`src/rtl/stack_pkg.sv`:
```
// Shared definitions for the stack datapath: default sizes, stack
// operation codes and ALU function codes.
package stack_pkg;

  localparam int WIDTH_DEF = 16;
  localparam int DEPTH_DEF = 16;

  typedef enum logic [2:0] {
    SOP_NOP      = 3'd0,
    SOP_PUSH     = 3'd1,
    SOP_REPLACE2 = 3'd2,
    SOP_DROP     = 3'd3,
    SOP_TEST     = 3'd4,
    SOP_SWAP     = 3'd5
  } stack_op_e;

  typedef enum logic [3:0] {
    ALU_ADD  = 4'd0,
    ALU_SUB  = 4'd1,
    ALU_AND  = 4'd2,
    ALU_OR   = 4'd3,
    ALU_XOR  = 4'd4,
    ALU_DUP  = 4'd5,
    ALU_OVER = 4'd6,
    ALU_EQ   = 4'd7,
    ALU_ZERO = 4'd8,
    ALU_SLT  = 4'd9
  } alu_op_e;

endpackage

```
`src/rtl/stack_alu.sv`:
```
// Combinational ALU for the stack datapath. Operand a is the top of
// stack, b the second entry; binary ops are written b <op> a so that
// the operand pushed first is the left-hand side.
module stack_alu
  import stack_pkg::*;
#(
  parameter int WIDTH = WIDTH_DEF
) (
  input  logic [WIDTH-1:0] a,
  input  logic [WIDTH-1:0] b,
  input  logic [3:0]       aluOP,
  output logic [WIDTH-1:0] result,
  output logic             Overflow
);

  logic [WIDTH-1:0] sum;
  logic [WIDTH-1:0] diff;
  alu_op_e          op;

  assign sum  = b + a;
  assign diff = b - a;
  assign op   = alu_op_e'(aluOP);

  // Function select; overflow is only meaningful for ADD and SUB.
  always_comb begin
    result   = '0;
    Overflow = 1'b0;
    case (op)
      ALU_ADD: begin
        result   = sum;
        Overflow = (a[WIDTH-1] == b[WIDTH-1]) && (sum[WIDTH-1] != b[WIDTH-1]);
      end
      ALU_SUB: begin
        result   = diff;
        Overflow = (b[WIDTH-1] != a[WIDTH-1]) && (diff[WIDTH-1] != b[WIDTH-1]);
      end
      ALU_AND:  result = b & a;
      ALU_OR:   result = b | a;
      ALU_XOR:  result = b ^ a;
      ALU_DUP:  result = a;
      ALU_OVER: result = b;
      ALU_EQ:   result = {{(WIDTH-1){1'b0}}, (a == b)};
      ALU_ZERO: result = {{(WIDTH-1){1'b0}}, (a == '0)};
      ALU_SLT:  result = {{(WIDTH-1){1'b0}}, ($signed(b) < $signed(a))};
      default:  result = '0;
    endcase
  end

endmodule

```
`src/rtl/integration_push_pop_unit.sv`:
```
// Stack processor datapath: register-file stack plus combinational ALU.
// One stack operation is applied per rising CLK edge; reset is
// asynchronous and active-low and clears the whole stack.
// Optional build macro STACK_STATUS_EN adds an occupancy counter with
// empty/full outputs; data movement is the same either way.
module integration_push_pop_unit
  import stack_pkg::*;
#(
  parameter int WIDTH = WIDTH_DEF,
  parameter int DEPTH = DEPTH_DEF
) (
  input  logic             CLK,
  input  logic             reset,
  input  logic [2:0]       stackOP,
  input  logic [3:0]       aluOP,
  input  logic [WIDTH-1:0] immediate,
  input  logic             mux_selector,
  output logic             Overflow,
  output logic [WIDTH-1:0] aOut,
  output logic [WIDTH-1:0] bOut,
  output logic [WIDTH-1:0] ALU_out
`ifdef STACK_STATUS_EN
  ,
  output logic             empty,
  output logic             full
`endif
);

  logic [WIDTH-1:0] stack_q [DEPTH];
  logic [WIDTH-1:0] stack_d [DEPTH];
  logic [WIDTH-1:0] alu_result;
  logic [WIDTH-1:0] push_data;
  stack_op_e        op;

  assign op = stack_op_e'(stackOP);

  stack_alu #(.WIDTH(WIDTH)) u_alu (
    .a        (stack_q[0]),
    .b        (stack_q[1]),
    .aluOP    (aluOP),
    .result   (alu_result),
    .Overflow (Overflow)
  );

  assign ALU_out   = alu_result;
  assign aOut      = stack_q[0];
  assign bOut      = stack_q[1];
  assign push_data = mux_selector ? immediate : alu_result;

  // Next stack contents for the requested operation; TEST/NOP hold.
  always_comb begin
    stack_d = stack_q;
    case (op)
      SOP_PUSH: begin
        stack_d[0] = push_data;
        for (int i = 1; i < DEPTH; i++) stack_d[i] = stack_q[i-1];
      end
      SOP_REPLACE2: begin
        // Both operands and the entry under them are consumed; the
        // result lands on top and the rest moves up by two.
        stack_d[0] = alu_result;
        for (int i = 1; i < DEPTH - 2; i++) stack_d[i] = stack_q[i+2];
        stack_d[DEPTH-2] = '0;
        stack_d[DEPTH-1] = '0;
      end
      SOP_DROP: begin
        for (int i = 0; i < DEPTH - 1; i++) stack_d[i] = stack_q[i+1];
        stack_d[DEPTH-1] = '0;
      end
      SOP_SWAP: begin
        stack_d[0] = stack_q[1];
        stack_d[1] = stack_q[0];
      end
      default: stack_d = stack_q;
    endcase
  end

  // Stack register array with asynchronous clear.
  always_ff @(posedge CLK or negedge reset) begin
    if (!reset) begin
      for (int i = 0; i < DEPTH; i++) stack_q[i] <= '0;
    end else begin
      stack_q <= stack_d;
    end
  end

`ifdef STACK_STATUS_EN
  localparam int CNT_W = $clog2(DEPTH + 1);

  logic [CNT_W-1:0] count_q;
  logic [CNT_W-1:0] count_d;

  // Occupancy tracking: saturates at DEPTH, floors at zero.
  always_comb begin
    count_d = count_q;
    case (op)
      SOP_PUSH: begin
        if (count_q != CNT_W'(DEPTH)) count_d = count_q + CNT_W'(1);
      end
      SOP_DROP, SOP_REPLACE2: begin
        if (count_q != '0) count_d = count_q - CNT_W'(1);
      end
      default: count_d = count_q;
    endcase
  end

  // Occupancy counter register.
  always_ff @(posedge CLK or negedge reset) begin
    if (!reset) count_q <= '0;
    else        count_q <= count_d;
  end

  assign empty = (count_q == '0);
  assign full  = (count_q == CNT_W'(DEPTH));
`endif

endmodule

```
`config.mk`:
```
export PLATFORM = sky130hd
export DESIGN_NAME = integration_push_pop_unit
export DESIGN_NICKNAME = d
export VERILOG_FILES = /design/src/rtl/stack_pkg.sv /design/src/rtl/stack_alu.sv /design/src/rtl/integration_push_pop_unit.sv
export SDC_FILE = /design/constraint.sdc
export NUM_CORES = 1
export LEC_CHECK = 0
export ABC_AREA = 1
export BUFFER_PORTS_ARGS = -buffer_cell sky130_fd_sc_hd__buf_2
export CAP_MARGIN = 10
export CORE_MARGIN = 5
export CORE_UTILIZATION = 40
export DETAILED_ROUTE_END_ITERATION = 10
export GPL_TIMING_DRIVEN = 1
export PLACE_DENSITY = 0.58
export SLEW_MARGIN = 20
export SYNTH_ARGS = -nofsm -noshare
export SYNTH_HDL_FRONTEND = slang
export SYNTH_HIERARCHICAL = 1
export SYNTH_SLANG_ARGS = --single-unit
```
`constraint.sdc`:
```
create_clock -name CLK -period 2.1 [get_ports CLK]
set_clock_uncertainty 0.05 [all_clocks]
set_input_delay 0.21 -clock CLK [delete_from_list [all_inputs] [get_ports CLK]]
set_output_delay 0.21 -clock CLK [all_outputs]
set_load 0.005 [all_outputs]
```
==> flow_summary.ini <==
[run_status]
outcome = complete, but fails checks
failed_checks = negative setup slack

[drt]
antenna_left = 0
post_drt_wl_per_cell_um = 16.11
drt_iter0_drc = 1568
vias = 18700
via_per_inst = 5.183
drc_errors = 0
dr.pass1.iters = 6
drt-total-wl_mm = 58.12

[finish]
drive_above_1_share = 0.2279
multi_input_area_mm2 = 0.01092
stdcell_count = 3607
nets = 3070
final_common_cell = nand2_1
layout_common_cells = 1491 x nand2_1, 257 x nand3_1, 251 x dfrtp_1, 176 x buf_4
area_growth_pct = 28.38
seq_area_mm2 = 0.006412
antenna_cells = 0
n_fill_cell = 4340

[worst_hold_path]
hp-class = in2reg

[global_routing]
met2_usage = 0.3601
grt-busiest-layer = met2
grtUsageMet3 = 0.03613
grt_overflow = 0
grt_max_degree = 131
first_global_vias = 17120
grt_util_all_layers = 0.2351
grt_pass1_wl_mm = 93.18
antenna_found_initial = 0
gr-usage-met1 = 0.3407

[synth]
yosysSeqAreaShare = 0.3628
ys_types = 38
avgSynthCellArea_um2 = 6.281
yosysTopAreaCell = dfrtp_1
synth_top_area_frac = 0.3628
synthesis.area_mm2 = 0.01766
ys_ff_latch = 256
synthCells = 2811
synth_nets = 2889
synth-warning-count = 6
synth_area_leaders = dfrtp_1 36%, nand2_1 33%, nand3_1 8.8%

[timing]
final_hold_viol_count = 0
finalSetupViolCount = 32
fin_crit_ps = 2783
rsz0062_at_grt = yes
fmax_mhz = 359.4
fin_crit_sh = 1.325
fin_ws_ps = -682.8
max-slew-margin-rel = 0.5589
slew_viol_final = 0
worstMarginPinSlew_ps = 661.7

[clock_network]
cts_sinks = 256
cts-root-buf = clkbuf_16
clk_pin_slew_ps = 60
tritoncts = yes
clk-insertion-delay-late_ps = 550
cts_buffers = 35
cts_max_level = 2
clockBufferDepth = 3

[placement]
routabilityCongestion = 0.9757
placed_cells = 3491
place_hpwl_mm = 37.46
io_buffers = 74

[power_and_ir_drop]
pwr_density_cell_mw_per_mm2 = 999.7
irDropWorstVdd_mv = 0.5717
leakagePower_uw = 0.01177
total_power_uw = 22660

[critical_path]
cp_data_required_time_ps = 1840
critPathArrivalTime_ps = 2520
path_class = reg2out
crit_path_end_kind = primary output
crit_path_start_kind = flip-flop
worst-path-max-fanout = 4

[job]
maxCapViolCount = 0

[die]
die_area_mm2 = 0.04844
design.core.area_mm2 = 0.04393
die_x_um = 220.1
io_pins = 75
die_h_um = 220.1
rows = 77
initial_core_util = 0.4019
-- report_power, final --
group	total (uW)	switching [uW]	internal, uW
logic	9800	5520	4280
clock network	5700	2360	3340
registers	7160	1130	6040
-- layer usage --
layer	vias up	share of wire
met5	-	0
met4	0	0.034
met3	111	0.052
met2	517	0.45
met1	8899	0.46
li1	9168	-
-- metrics by stage --
step	setup TNS [ps]	hold WS [ps]	util	setup slack, ps	area (um^2)
final	-13310	17.83	0.5159	-682.8	22670
after global routing	-17650	25.01	0.5159	-823.1	22670
after CTS	-15300	11.01	0.4894	-766.9	21500
after detailed placement	-8573	102.1	0.4487	-505.7	19710
after global placement	-8415	106.3	0.4487	-510.5	19710
after floorplan	-9.156	-135.6	-	-9.156	17800
-- path summary, 6_finish.rpt --
path | start | end | cells after the start | slack, ps
worst min-delay path | immediate[5] | aOut[5] | 5 | 20
worst min register to register | stack_q[222] | stack_q[222] | 2 | 450
max in group asynchronous | reset | stack_q[28] | 3 | 1080
worst max register to register | bOut[0] | aOut[8] | 18 | -370
min in group asynchronous | reset | aOut[1] | 2 | 100
worst max-delay path | bOut[0] | ALU_out[8] | 14 | -680
-- worst max-delay path, stage by stage, from the launching register on --
cell     delay (ps)
dfrtp_1         410
ha_2            220
inv_2            40
fa_2            350
inv_2           100
buf_6           110
nand2_4          50
nand3_4         110
nand2_4          70
nand2_2          60
nand2_2          50
nand3_2          70
nand3_4          90
buf_6           140
buf_6           100
-- cells by family (layout without fill, tap and decap cells) --
kind of cell | Yosys count | after routing | synth area share
and+or+nand+nor | 2042 | 2042 | 0.4678
AOI/OAI and AO/OA | 123 | 123 | 0.03976
buffers and inverters | 337 | 541 | 0.09142
adders and majority gates | 52 | 52 | 0.03770
xor gates and xnor gates | 1 | 1 | 0.0004962
DFF | 256 | 256 | 0.3628
-- layout make-up --
| cell class | instances | area share |
|---|---|---|
| tap | 592 | 0.03268 |
| sequential | 256 | 0.2829 |
| timing repair buffer | 332 | 0.1286 |
| clock buffer | 51 | 0.04444 |
| clock inverter | 9 | 0.003202 |
| inverter | 149 | 0.02633 |
| multi-input combinational | 2218 | 0.4819 |
-- state kept, by name, summed over array words and instances, names as in the netlist --
name and count:
stack_q 224, aOut 16, bOut 16
-- cells in the mapped netlist --
library cell and count:
a211oi_1 1, a21oi_1 39, a21oi_2 1, a31oi_1 17
and2_1 5, and2_2 1, and3_1 1, buf_1 4
buf_2 82, buf_4 53, buf_6 6, clkbuf_1 43
dfrtp_1 256, fa_1 2, ha_1 50, inv_1 138
inv_2 10, inv_4 1, nand2_1 1554, nand2_2 6
nand3_1 311, nand3_4 1, nand4_1 40, nor2_1 99
nor2_2 4, nor2_4 2, nor3_1 13, nor3_2 1
nor4_1 3, o2111ai_1 1, o211ai_1 2, o21ai_0 29
o21ai_2 1, o21bai_1 3, o221ai_1 1, o22ai_1 28
or2_2 1, xor2_1 1
-- timing repair --
action	4_1_cts	5_1_grt
hold buffers	9	0
pin swaps	44	116
hold endpoints to repair	231	0
gates resized for setup	124	271
setup buffers	19	32
endpoints found under the setup margin	32	33
(Power assumes the default switching activity.)
